--- src/rtl/eeprom_spi_reader.sv ---
// eeprom_spi_reader
// -----------------
// Reads a serial EEPROM image from byte 0 up to byte LAST_ADR. It sends the
// READ command (03h) and a 16-bit zero address in SPI mode 0, then streams
// bytes back continuously. Each received byte is presented on DATA, with the
// previous byte on DATA_DFF and its index on ADR, and is qualified by a
// one-cycle EN strobe.
//
// Ports
//   clk       system clock, all flops on the rising edge
//   rst       asynchronous active-high reset
//   start     one-cycle request to read the image; ignored while busy
//   busy      high from the cycle after start is accepted until the cycle after done
//   done      one-cycle pulse, coincident with spi_cs_n rising
//   spi_cs_n  EEPROM chip select, active low
//   spi_sck   SPI clock, idle low, half-period CLK_DIV clk cycles
//   spi_mosi  command/address out, MSB first
//   spi_miso  data in, MSB first
//   EN        one-cycle strobe: DATA/DATA_DFF/ADR valid
//   DATA      most recent received byte
//   DATA_DFF  byte received immediately before DATA
//   ADR       byte index of DATA
module eeprom_spi_reader #(
  parameter int unsigned CLK_DIV  = 4,
  parameter logic [14:0] LAST_ADR = 15'h7FFF
) (
  input  logic        clk,
  input  logic        rst,
  input  logic        start,
  output logic        busy,
  output logic        done,
  output logic        spi_cs_n,
  output logic        spi_sck,
  output logic        spi_mosi,
  input  logic        spi_miso,
  output logic        EN,
  output logic [7:0]  DATA,
  output logic [7:0]  DATA_DFF,
  output logic [14:0] ADR
);

  typedef enum logic [2:0] {IDLE, CMD, ADDR, READ, FINISH} state_t;

  localparam logic [7:0]  DIV_LAST = 8'(CLK_DIV - 1);
  localparam logic [23:0] CMD_ADDR = {8'h03, 16'h0000};

  state_t      state_q, state_d;
  logic [7:0]  div_q, div_d;
  logic [3:0]  bit_q, bit_d;
  logic [23:0] tx_q, tx_d;
  logic [6:0]  rx_q, rx_d;
  logic [14:0] idx_q, idx_d;
  logic        cs_n_q, cs_n_d;
  logic        sck_q, sck_d;
  logic        done_q, done_d;
  logic        en_q, en_d;
  logic [7:0]  data_q, data_d;
  logic [7:0]  dff_q, dff_d;
  logic [14:0] adr_q, adr_d;

  // tick marks the last cycle of an SCK half-period; the SCK edge it
  // produces appears on the following clk edge.
  logic tick, rise, fall;
  assign tick = (div_q == DIV_LAST);
  assign rise = tick & ~sck_q;
  assign fall = tick & sck_q;

  always_ff @(posedge clk or posedge rst) begin
    if (rst) begin
      state_q <= IDLE;
      div_q   <= '0;
      bit_q   <= '0;
      tx_q    <= '0;
      rx_q    <= '0;
      idx_q   <= '0;
      cs_n_q  <= 1'b1;
      sck_q   <= 1'b0;
      done_q  <= 1'b0;
      en_q    <= 1'b0;
      data_q  <= '0;
      dff_q   <= '0;
      adr_q   <= '0;
    end else begin
      state_q <= state_d;
      div_q   <= div_d;
      bit_q   <= bit_d;
      tx_q    <= tx_d;
      rx_q    <= rx_d;
      idx_q   <= idx_d;
      cs_n_q  <= cs_n_d;
      sck_q   <= sck_d;
      done_q  <= done_d;
      en_q    <= en_d;
      data_q  <= data_d;
      dff_q   <= dff_d;
      adr_q   <= adr_d;
    end
  end

  always_comb begin
    state_d = state_q;
    bit_d   = bit_q;
    tx_d    = tx_q;
    rx_d    = rx_q;
    idx_d   = idx_q;
    cs_n_d  = cs_n_q;
    sck_d   = sck_q;
    done_d  = 1'b0;
    en_d    = 1'b0;
    data_d  = data_q;
    dff_d   = dff_q;
    adr_d   = adr_q;
    // The divider free-runs for the whole transfer so SCK timing stays
    // continuous across the CMD/ADDR/READ/FINISH boundaries.
    if (state_q == IDLE || tick) div_d = '0;
    else                         div_d = div_q + 8'd1;

    case (state_q)
      IDLE: begin
        if (start) begin
          state_d = CMD;
          cs_n_d  = 1'b0;
          sck_d   = 1'b0;
          tx_d    = CMD_ADDR;   // first MOSI bit valid from the first CMD cycle
          rx_d    = '0;
          bit_d   = '0;
          idx_d   = '0;
          data_d  = '0;
          dff_d   = '0;
          adr_d   = '0;
        end
      end
      CMD, ADDR: begin
        if (tick) sck_d = ~sck_q;
        // MOSI advances together with the falling SCK edge.
        if (fall) begin
          tx_d = {tx_q[22:0], 1'b0};
          if ((state_q == CMD && bit_q == 4'd7) || bit_q == 4'd15) begin
            bit_d   = '0;
            state_d = (state_q == CMD) ? ADDR : READ;
          end else begin
            bit_d = bit_q + 4'd1;
          end
        end
      end
      READ: begin
        if (tick) sck_d = ~sck_q;
        if (rise) begin
          rx_d = {rx_q[5:0], spi_miso};
          if (bit_q == 4'd7) begin
            bit_d  = '0;
            en_d   = 1'b1;
            data_d = {rx_q, spi_miso};
            dff_d  = data_q;
            adr_d  = idx_q;
            if (idx_q != LAST_ADR) idx_d = idx_q + 15'd1;
          end else begin
            bit_d = bit_q + 4'd1;
          end
        end
        // Leave READ only after the final strobe so EN stays inside READ.
        if (en_q && adr_q == LAST_ADR) state_d = FINISH;
      end
      FINISH: begin
        if (done_q)                 state_d = IDLE;
        else if (fall)              sck_d   = 1'b0;
        else if (tick && !cs_n_q) begin
          cs_n_d = 1'b1;
          done_d = 1'b1;
        end
      end
      default: state_d = IDLE;
    endcase
  end

  assign busy     = (state_q != IDLE);
  assign done     = done_q;
  assign spi_cs_n = cs_n_q;
  assign spi_sck  = sck_q;
  assign spi_mosi = tx_q[23];
  assign EN       = en_q;
  assign DATA     = data_q;
  assign DATA_DFF = dff_q;
  assign ADR      = adr_q;

endmodule

--- config.mk ---
export PLATFORM = sky130hd
export DESIGN_NAME = eeprom_spi_reader
export DESIGN_NICKNAME = d
export VERILOG_FILES = /design/src/rtl/eeprom_spi_reader.sv
export SDC_FILE = /design/constraint.sdc
export NUM_CORES = 1
export LEC_CHECK = 0
export ABC_AREA = 1
export CAP_MARGIN = 20
export CORE_MARGIN = 5
export CORE_UTILIZATION = 50
export CTS_CLUSTER_SIZE = 12
export DETAILED_ROUTE_END_ITERATION = 6
export PLACE_DENSITY = 0.81
export SLEW_MARGIN = 20
export SYNTH_ARGS = -nofsm -noshare
export SYNTH_HDL_FRONTEND = slang
export SYNTH_SLANG_ARGS = --single-unit
--- constraint.sdc ---
create_clock -name clk -period 2.7 [get_ports clk]
set_clock_uncertainty 0.2 [all_clocks]
set_input_delay 0.54 -clock clk [delete_from_list [all_inputs] [get_ports clk]]
set_output_delay 0.54 -clock clk [all_outputs]
set_load 0.03 [all_outputs]
**After elaboration in Yosys (flattened, before gate mapping)**

Cells that the tools add are included.

- Multipliers: 0
- Bitwise gates (word level): 3
- Eq/ne operators: 22
- Shift-type cells: 0
- Magnitude comparators: 0
- Add/subtract/negate cells: 3
- Reduce and logical (&&, ||, !) cells: 23
- Div/mod/pow operators: 0
- Multiplexer cells: 51

Operator list:

| kind | number |
|---|---|
| 15-bit two-way mux | 6 |
| 15-bit one-hot mux with 2 select lines | 2 |
| 24-bit two-way mux | 2 |
| 8-bit two-way mux | 6 |
| 24-bit one-hot mux with 2 select lines | 1 |
| 8-bit one-hot mux with 2 select lines | 2 |
| 2-bit inequality test, second input constant | 12 |
| 4-bit two-way mux | 5 |
| 5-bit AND reduction | 4 |
| 15-bit by 1-bit adder with 15-bit output, second input constant | 1 |
| 15-bit equality test, second input constant | 1 |
| 1-bit two-way mux | 15 |
| 3-bit two-way mux | 5 |
| 15-bit inequality test, second input constant | 1 |
| 7-bit two-way mux | 2 |
| 7-bit one-hot mux with 2 select lines | 1 |
| 3-bit one-hot mux with 4 select lines | 1 |
| 4-bit one-hot mux with 3 select lines | 1 |
| 3-bit nonzero test | 3 |
| 8-bit by 1-bit adder with 8-bit output, second input constant | 1 |
| 8-bit by 2-bit equality test with 1-bit output, second input constant | 1 |
| 4-bit AND reduction | 2 |
| 3-bit by 2-bit equality test with 1-bit output, second input constant | 2 |
| 3-bit AND reduction | 2 |
| 17 further kinds | 23 |

- Memory bits (read-only): 0
- Memories: 0
- Memory bits (writable): 0
- Flip-flop bits (word level): 96
- Bits in latches: 0

**Depth between registers and ports, before layout**

Gate-level depths: netlist of the first run.

- Depth after elaboration: 6
- Gate-level depth with buffers: 10
- Gate-level depth less buffers: 10

**Worst setup path before layout of the first run**

OpenSTA, ideal clock, no wires.

- Path type: reg2reg
- Start: register div_q[0]
- End: register idx_q[9]
- Required time: 2.384 ns
- Stages on the path, launching flop included: 10
- Arrival time: 1.455 ns
- Setup time: 0.116 ns
- Buffers on the path: 1
- Slack: 0.929 ns
- Cells stage by stage: dfrtp_1 ha_1 inv_1 nor2_1 nand3_2 nand2_2 nand4_2 buf_6 nand2_1 nand2_1

- Cells in the longest elaborated chain, start to end: 4

RTL lines:

| item | line | text |
|---|---|---|
| start: declaration | 48 | `logic [7:0] div_q, div_d;` |
| start signal: assignment | 85 | `div_q <= div_d;` |
| 8-bit by 2-bit equality test with 1-bit output | 64 | `assign tick = (div_q == DIV_LAST);` |
| 1-bit AND | 65 | `assign rise = tick & ~sck_q;` |
| 2-bit inequality test (no line) | - |  |
| 5-bit AND reduction (no line) | - |  |
| end signal: assignment | 89 | `idx_q <= idx_d;` |
| end: declaration | 52 | `logic [14:0] idx_q, idx_d;` |

Every way passes these cells.
A chain may end at the register's enable or synchronous reset.

**Worst setup path after layout of the first run**

- Start: register state_q[2]
- End: output busy

- Cells in the longest elaborated chain, start to end: 1

RTL lines:

| item | line | text |
|---|---|---|
| start: declaration | 47 | `state_t state_q, state_d;` |
| start signal: assignment | 84 | `state_q <= state_d;` |
| 3-bit nonzero test | 176 | `assign busy = (state_q != IDLE);` |
| end: declaration | 30 | `output logic busy,` |

Every way passes these cells.

==> flow_summary.toml, run 1 <==
[synthesis]
synth.net_count = 534
leading_cell_types_by_total_area_after_synthesis = "sky130_fd_sc_hd__dfrtp_1, sky130_fd_sc_hd__nand2_1, sky130_fd_sc_hd__nor2_1"
yosysWarningCount = 0
netlist.top_cell.by_area = "sky130_fd_sc_hd__dfrtp_1"
synth_top_area_share_pct = 49.7
ys_ff_latch = 80
synth.lib_cells_used.distinct = 30
synth_seq_area_share_pct = 50.3
syn_avg_cell_area_um2 = 7.55
netlist_area_mm2 = 0.00398
synthesis.instances = 527

[sta]
tightestPinTransition_ns = 0.735
final.setup.worst_slack_ns = 0.159
report.final.hold_viol_count = 0
finalSetupViolations = 0
fmax_mhz = 393
maxSlewHeadroom_pct = 50.5
setup-tns-final_ns = 0
fin_hold_ws_ns = 0.270
min_period_over_period_pct = 94.1
grt_setup_unrepaired = "false"
fin_crit_ns = 2.54
total_count_of_max_transition_violations_in_the_final_report = 0

[routing]
dr_wl_cell_um = 12.2
met2_length_um = 4020
total_via_count_in_the_routed_design = 3421
top_layer = "met4"
route.met3.wl_um = 470
totalWireLength_um = 8280
vias_per_cell = 5.05
drt_pass1_iterations = 5
first_iter_violations = 193
met1_length_um = 3710
drtAntennaViolNets = 0
drc_errors = 0

[clock_network]
cts_hold_buffers = 0
clock_pin_slew_of_the_registers_on_the_worst_case_setup_and_hold_paths_ns = 0.08
worst_skew_pair.late_latency_ns = 0.35
cts_root_buffer = "sky130_fd_sc_hd__clkbuf_8"
cts.repair.resized = 0
h-tree-depth = 3
cts_setup_buffers = 0
cts_buffer_depth = 2
inserted_clock_buffers = 9
numClockSinks = 80
cts_tree = "done"

[min_path]
hold_path_startpoint = "div_q[0]$_DFF_PP0_"
worst_min_delay_path_category = "reg -> reg"
worst_hold_path.endpoint = "div_q[0]$_DFF_PP0_"
hold_depth = 1

[pwr]
ir_drop_mv = 0.270
leakagePower_uw = 0.00228
p_per_area_mw_per_mm2 = 469
post-layout-total-power_uw = 2210

[worst_setup_path]
cp.required_ns = 1.96
critical_path_class = "reg -> out"
worstReg2RegStart = "bit_q[0]$_DFFE_PP0P_"
worst-path-max-fanout = 6
critical_path.endpoint_type = "output port"
timing.critical_path.arrival_ns = 1.80
setup.reg_to_reg.worst_slack_ns = 0.43
crit-reg2reg-capture = "idx_q[5]$_DFFE_PP0P_"
worst_r2r_path_depth = 8
critical_path.startpoint_type = "register"

[die]
die_height_um = 99.2
core_area_mm2 = 0.00773
die_area_mm2 = 0.00984
die_width_um = 99.2
initial_utilization_pct = 51.5
row_count = 32
io-pin-count = 41

[global_routing]
grt_pass1_wl_um = 14400
antenna_violations_before_repair = 0
global_route.usage.total_pct = 17.7
largest_net_degree_at_the_start_of_global_routing = 33
grt_pass1_vias = 3299
overflow = 0

[run_status]
run_status = "finished, final reports clean"

[place]
place_ws_ns = 0.487
detailedPlacementHpwl_um = 5940
gp_congestion = 0.917
detailed_place.area_mm2 = 0.00449
count_of_port_buffers_added_during_placement = 40

[final_layout]
final_layout_size_suffix_gt1_share_pct = 7.65
design.final.nets = 577
finalInstanceArea_mm2 = 0.00471
antennaDiodeCount = 0
layout-area-overhead-vs-synth_pct = 18.4

[flow_run]
max_cap_viol_count = 0
-- metrics by stage --
step,std cells,util (%)
floorplan,527,-
global placement,661,58.1
detailed placement,661,58.1
CTS,677,61.0
global route,677,61.0
finish,677,61.0
-- cell families after synthesis --
family,after synthesis,synth area share [%]
buf+inv,55,6.16
compound gates,21,3.18
simple gates,364,38.5
xor+xnor,4,0.880
fa+ha+maj,3,0.943
flops,80,50.3
-- worst max-delay path, cell delays in order, from the launching register on --
cell,delay [ns]
sky130_fd_sc_hd__dfrtp_1,0.52
sky130_fd_sc_hd__inv_2,0.11
sky130_fd_sc_hd__nand2_2,0.14
sky130_fd_sc_hd__clkdlybuf4s50_1,0.69
-- report_power, final --
group          total, uW  internal [uW]  switching [uW]  leakage (uW)
registers           1200           1200               0      0.000875
logic               35.4           10.0            25.4       0.00129
clock network        979            530             449      0.000110
-- synthesized netlist by cell type --
cell                       instances
sky130_fd_sc_hd__xnor2_1           1
sky130_fd_sc_hd__nor2_4            1
sky130_fd_sc_hd__nand4_1          15
sky130_fd_sc_hd__nand3_1          34
sky130_fd_sc_hd__o21ai_0           6
sky130_fd_sc_hd__nor3_1            4
sky130_fd_sc_hd__inv_1            35
sky130_fd_sc_hd__nor2_1           46
sky130_fd_sc_hd__nor4_1            1
sky130_fd_sc_hd__nor3b_1           4
sky130_fd_sc_hd__nand2_4           1
sky130_fd_sc_hd__nand2_2           3
sky130_fd_sc_hd__nand4_2           1
sky130_fd_sc_hd__dfrtp_1          79
sky130_fd_sc_hd__inv_2             7
sky130_fd_sc_hd__xor2_1            3
sky130_fd_sc_hd__a21oi_4           1
sky130_fd_sc_hd__buf_4             4
sky130_fd_sc_hd__o21bai_1          2
sky130_fd_sc_hd__a21oi_2           1
sky130_fd_sc_hd__ha_1              3
sky130_fd_sc_hd__a31oi_1           1
sky130_fd_sc_hd__nand2_1         248
sky130_fd_sc_hd__buf_2             7
sky130_fd_sc_hd__nor3_4            1
sky130_fd_sc_hd__nand3_2           2
sky130_fd_sc_hd__dfstp_2           1
sky130_fd_sc_hd__a21oi_1          10
sky130_fd_sc_hd__nor2_2            3
sky130_fd_sc_hd__buf_6             2
-- cell usage in the layout (no fill, tap or decap), types with 7 or more instances in the layout --
cell type                           n
sky130_fd_sc_hd__a21oi_1           10
sky130_fd_sc_hd__clkdlybuf4s50_1   40
sky130_fd_sc_hd__nand2_1          248
sky130_fd_sc_hd__nor2_1            46
sky130_fd_sc_hd__nand3_1           34
sky130_fd_sc_hd__inv_2              7
sky130_fd_sc_hd__nand4_1           15
sky130_fd_sc_hd__clkbuf_8           9
sky130_fd_sc_hd__dfrtp_1           79
sky130_fd_sc_hd__inv_1             34
-- final cells by class --
type | count | area (um^2)
Clock buffer | 9 | 124
Clock inverter | 7 | 103
Fill cell | 673 | 3010
Inverter | 42 | 161
Multi-Input combinational cell | 392 | 1730
Sequential cell | 80 | 2000
Tap cell | 102 | 128
Timing Repair Buffer | 45 | 463
-- metal layers --
layer  GRT usage (%)  vias to the layer above
met2            30.2                       97
li1                -                     1744
met3            4.35                       11
met5               0                        -
met1            22.0                     1569
met4            5.67                        0
-- state kept, by name, indices dropped and copies added (netlist names) --
name / count
done: 1
EN: 1
spi_sck: 1
DATA: 8
spi_cs_n: 1
bit_q: 4
rx_q: 7
ADR: 15
state_q: 3
DATA_DFF: 8
tx_q: 8
idx_q: 15
div_q: 8
-- worst max-delay path by stage --
stage / startpoint / end / slack [ns]
floorplan: div_q[0]$_DFF_PP0_ / idx_q[9]$_DFFE_PP0P_ / 0.93
global placement: start / rx_q[6]$_DFFE_PP0P_ / 0.54
detailed placement: bit_q[0]$_DFFE_PP0P_ / idx_q[5]$_DFFE_PP0P_ / 0.49
CTS: state_q[2]$_DFFE_PP0P_ / busy / 0.15
global route: state_q[2]$_DFFE_PP0P_ / busy / 0.07
finish: state_q[2]$_DFFE_PP0P_ / busy / 0.16
No activity file was read; power rests on OpenSTA's default activity.
==> inputs of run 2 (changes only) <==
--- a/config.mk
+++ b/config.mk
@@ -6,7 +6,6 @@
 export NUM_CORES = 1
 export LEC_CHECK = 0
 export ABC_AREA = 1
-export CAP_MARGIN = 20
 export CORE_MARGIN = 5
 export CORE_UTILIZATION = 50
 export CTS_CLUSTER_SIZE = 12
==> results of run 2 <==
Final layout, timing and power as in run 1 (identical DEF).
==> inputs of run 3 (changes only) <==
--- a/config.mk
+++ b/config.mk
@@ -10,7 +10,7 @@
 export CORE_UTILIZATION = 50
 export CTS_CLUSTER_SIZE = 12
 export DETAILED_ROUTE_END_ITERATION = 6
-export PLACE_DENSITY = 0.81
+export PLACE_DENSITY = 0.79
 export SLEW_MARGIN = 20
 export SYNTH_ARGS = -nofsm -noshare
 export SYNTH_HDL_FRONTEND = slang
==> constraint.sdc (replaced) <==
create_clock -name clk -period 3 [get_ports clk]
set_clock_uncertainty 0.2 [all_clocks]
set_input_delay 0.6 -clock clk [delete_from_list [all_inputs] [get_ports clk]]
set_output_delay 0.6 -clock clk [all_outputs]
set_load 0.03 [all_outputs]
==> flow_summary.toml, run 3 (synthesis gave the netlist of run 1 again) <==
[run_status]
run_status = "finished, final reports clean"

[place]
place.detailed.instances = 660
place_ws_ns = 0.728
gp_congestion = 0.868
detailedPlacementHpwl_um = 5770
detailed_place.area_mm2 = 0.00446
count_of_port_buffers_added_during_placement = 40

[final_layout]
multi_input_comb_area_mm2 = 0.00173
layout.area.seq_mm2 = 0.00200
finalInstanceArea_mm2 = 0.00466
layout.cells.most_common_list = "sky130_fd_sc_hd__nand2_1, sky130_fd_sc_hd__dfrtp_1, sky130_fd_sc_hd__nor2_1"
final_core_area_utilization_pct = 60.4
layout.filler_cells = 662
final_layout_size_suffix_gt1_share_pct = 7.49
antennaDiodeCount = 0
instances_no_fill = 676
mostFrequentLayoutCell = "sky130_fd_sc_hd__nand2_1"
layout-area-overhead-vs-synth_pct = 17.2
design.final.nets = 576

[die]
die_width_um = 99.2
row_count = 32
initial_utilization_pct = 51.5
io-pin-count = 41
die_height_um = 99.2
core_area_mm2 = 0.00773
die_area_mm2 = 0.00984

[clock_network]
numClockSinks = 80
cts.repair.resized = 0
cts_buffer_depth = 2
h-tree-depth = 3
inserted_clock_buffers = 9
clock_pin_slew_of_the_registers_on_the_worst_case_setup_and_hold_paths_ns = 0.08
cts_root_buffer = "sky130_fd_sc_hd__clkbuf_8"
cts_tree = "done"
cts_setup_buffers = 0
worst_skew_pair.late_latency_ns = 0.36
cts_hold_buffers = 0

[worst_setup_path]
crit_buf_inv = 2
critical_path.startpoint_type = "register"
critical_path_class = "reg -> out"
worst-path-max-fanout = 6
worst_path_max_delay_cell = "sky130_fd_sc_hd__clkdlybuf4s50_1"
worst_path_largest_cell_delay_ns = 0.69
timing.critical_path.arrival_ns = 1.79
timing.critical_path.max_delay_family = "buffers and inverters"
crit_chain = "inv_2, nand2_2, clkdlybuf4s50_1"
critical_path.endpoint_type = "output port"
cp.required_ns = 2.20

[routing]
total_via_count_in_the_routed_design = 3428
dr_wl_cell_um = 12.0
vias_per_cell = 5.07
totalWireLength_um = 8110
drt_pass1_iterations = 4
drc_errors = 0
drtAntennaViolNets = 0
first_iter_violations = 175

[sta]
finalSetupViolations = 0
report.final.hold_viol_count = 0
grt_setup_unrepaired = "false"
min_period_over_period_pct = 86.3
fin_crit_ns = 2.59
fmax_mhz = 386
maxSlewHeadroom_pct = 56.6
final.setup.worst_slack_ns = 0.411
tightestPinTransition_ns = 0.643
total_count_of_max_transition_violations_in_the_final_report = 0
setup-tns-final_ns = 0

[min_path]
worst_min_delay_path_category = "reg -> reg"

[global_routing]
global_route.usage.total_pct = 17.3
largest_net_degree_at_the_start_of_global_routing = 81
grt_pass1_wl_um = 13900
grt_pass1_vias = 3211
antenna_violations_before_repair = 0
overflow = 0

[pwr]
p_per_area_mw_per_mm2 = 410
ir_drop_mv = 0.250
leakagePower_uw = 0.00226

[flow_run]
max_cap_viol_count = 0
==> run 3: layer usage <==
| metal | global-route usage, % | part of all wire [%] | wire length, um |
|---|---|---|---|
| met5 | 0 | 0 | 0 |
| met4 | 7.77 | 1.7 | 135 |
| met3 | 3.23 | 3.9 | 314 |
| met2 | 29.0 | 49 | 3940 |
| met1 | 21.7 | 46 | 3730 |
==> run 3: path summary, 6_finish.rpt <==
check,start,to,slack (ns),cells after the start
worst max-delay path,state_q[2]$_DFFE_PP0P_,busy,0.41,3
worst min-delay path,div_q[0]$_DFF_PP0_,div_q[0]$_DFF_PP0_,0.25,1
worst max register to register,bit_q[0]$_DFFE_PP0P_,ADR[4]$_DFFE_PP0P_,0.81,9
worst min register to register,div_q[0]$_DFF_PP0_,div_q[0]$_DFF_PP0_,0.25,1
max in group asynchronous,rst,div_q[5]$_DFF_PP0_,1.81,3
min in group asynchronous,rst,DATA[7]$_DFFE_PP0P_,0.43,3
==> run 3: area by class of cell <==
cell class                      instances  share of cell area, %
Clock buffer                            9                   2.66
Clock inverter                          7                   1.66
Inverter                               42                   3.38
Multi-Input combinational cell        392                   37.1
Sequential cell                        80                   42.9
Tap cell                              102                   2.74
Timing Repair Buffer                   44                   9.50
==> run 3: where the power goes <==
part / internal (uW) / switching (uW)
clock: 393 / 413
combinational: 6.40 / 21.4
sequential: 1080 / 0
total: 1480 / 434
==> run 3: stage by stage <==
| stage | hold WS, ns | total power (uW) |
|---|---|---|
| after floorplan | 0.233 | 1120 |
| after global placement | 0.246 | 1130 |
| after detailed placement | 0.251 | 1130 |
| after CTS | 0.262 | 1940 |
| after global routing | 0.294 | 1990 |
| final | 0.254 | 1910 |
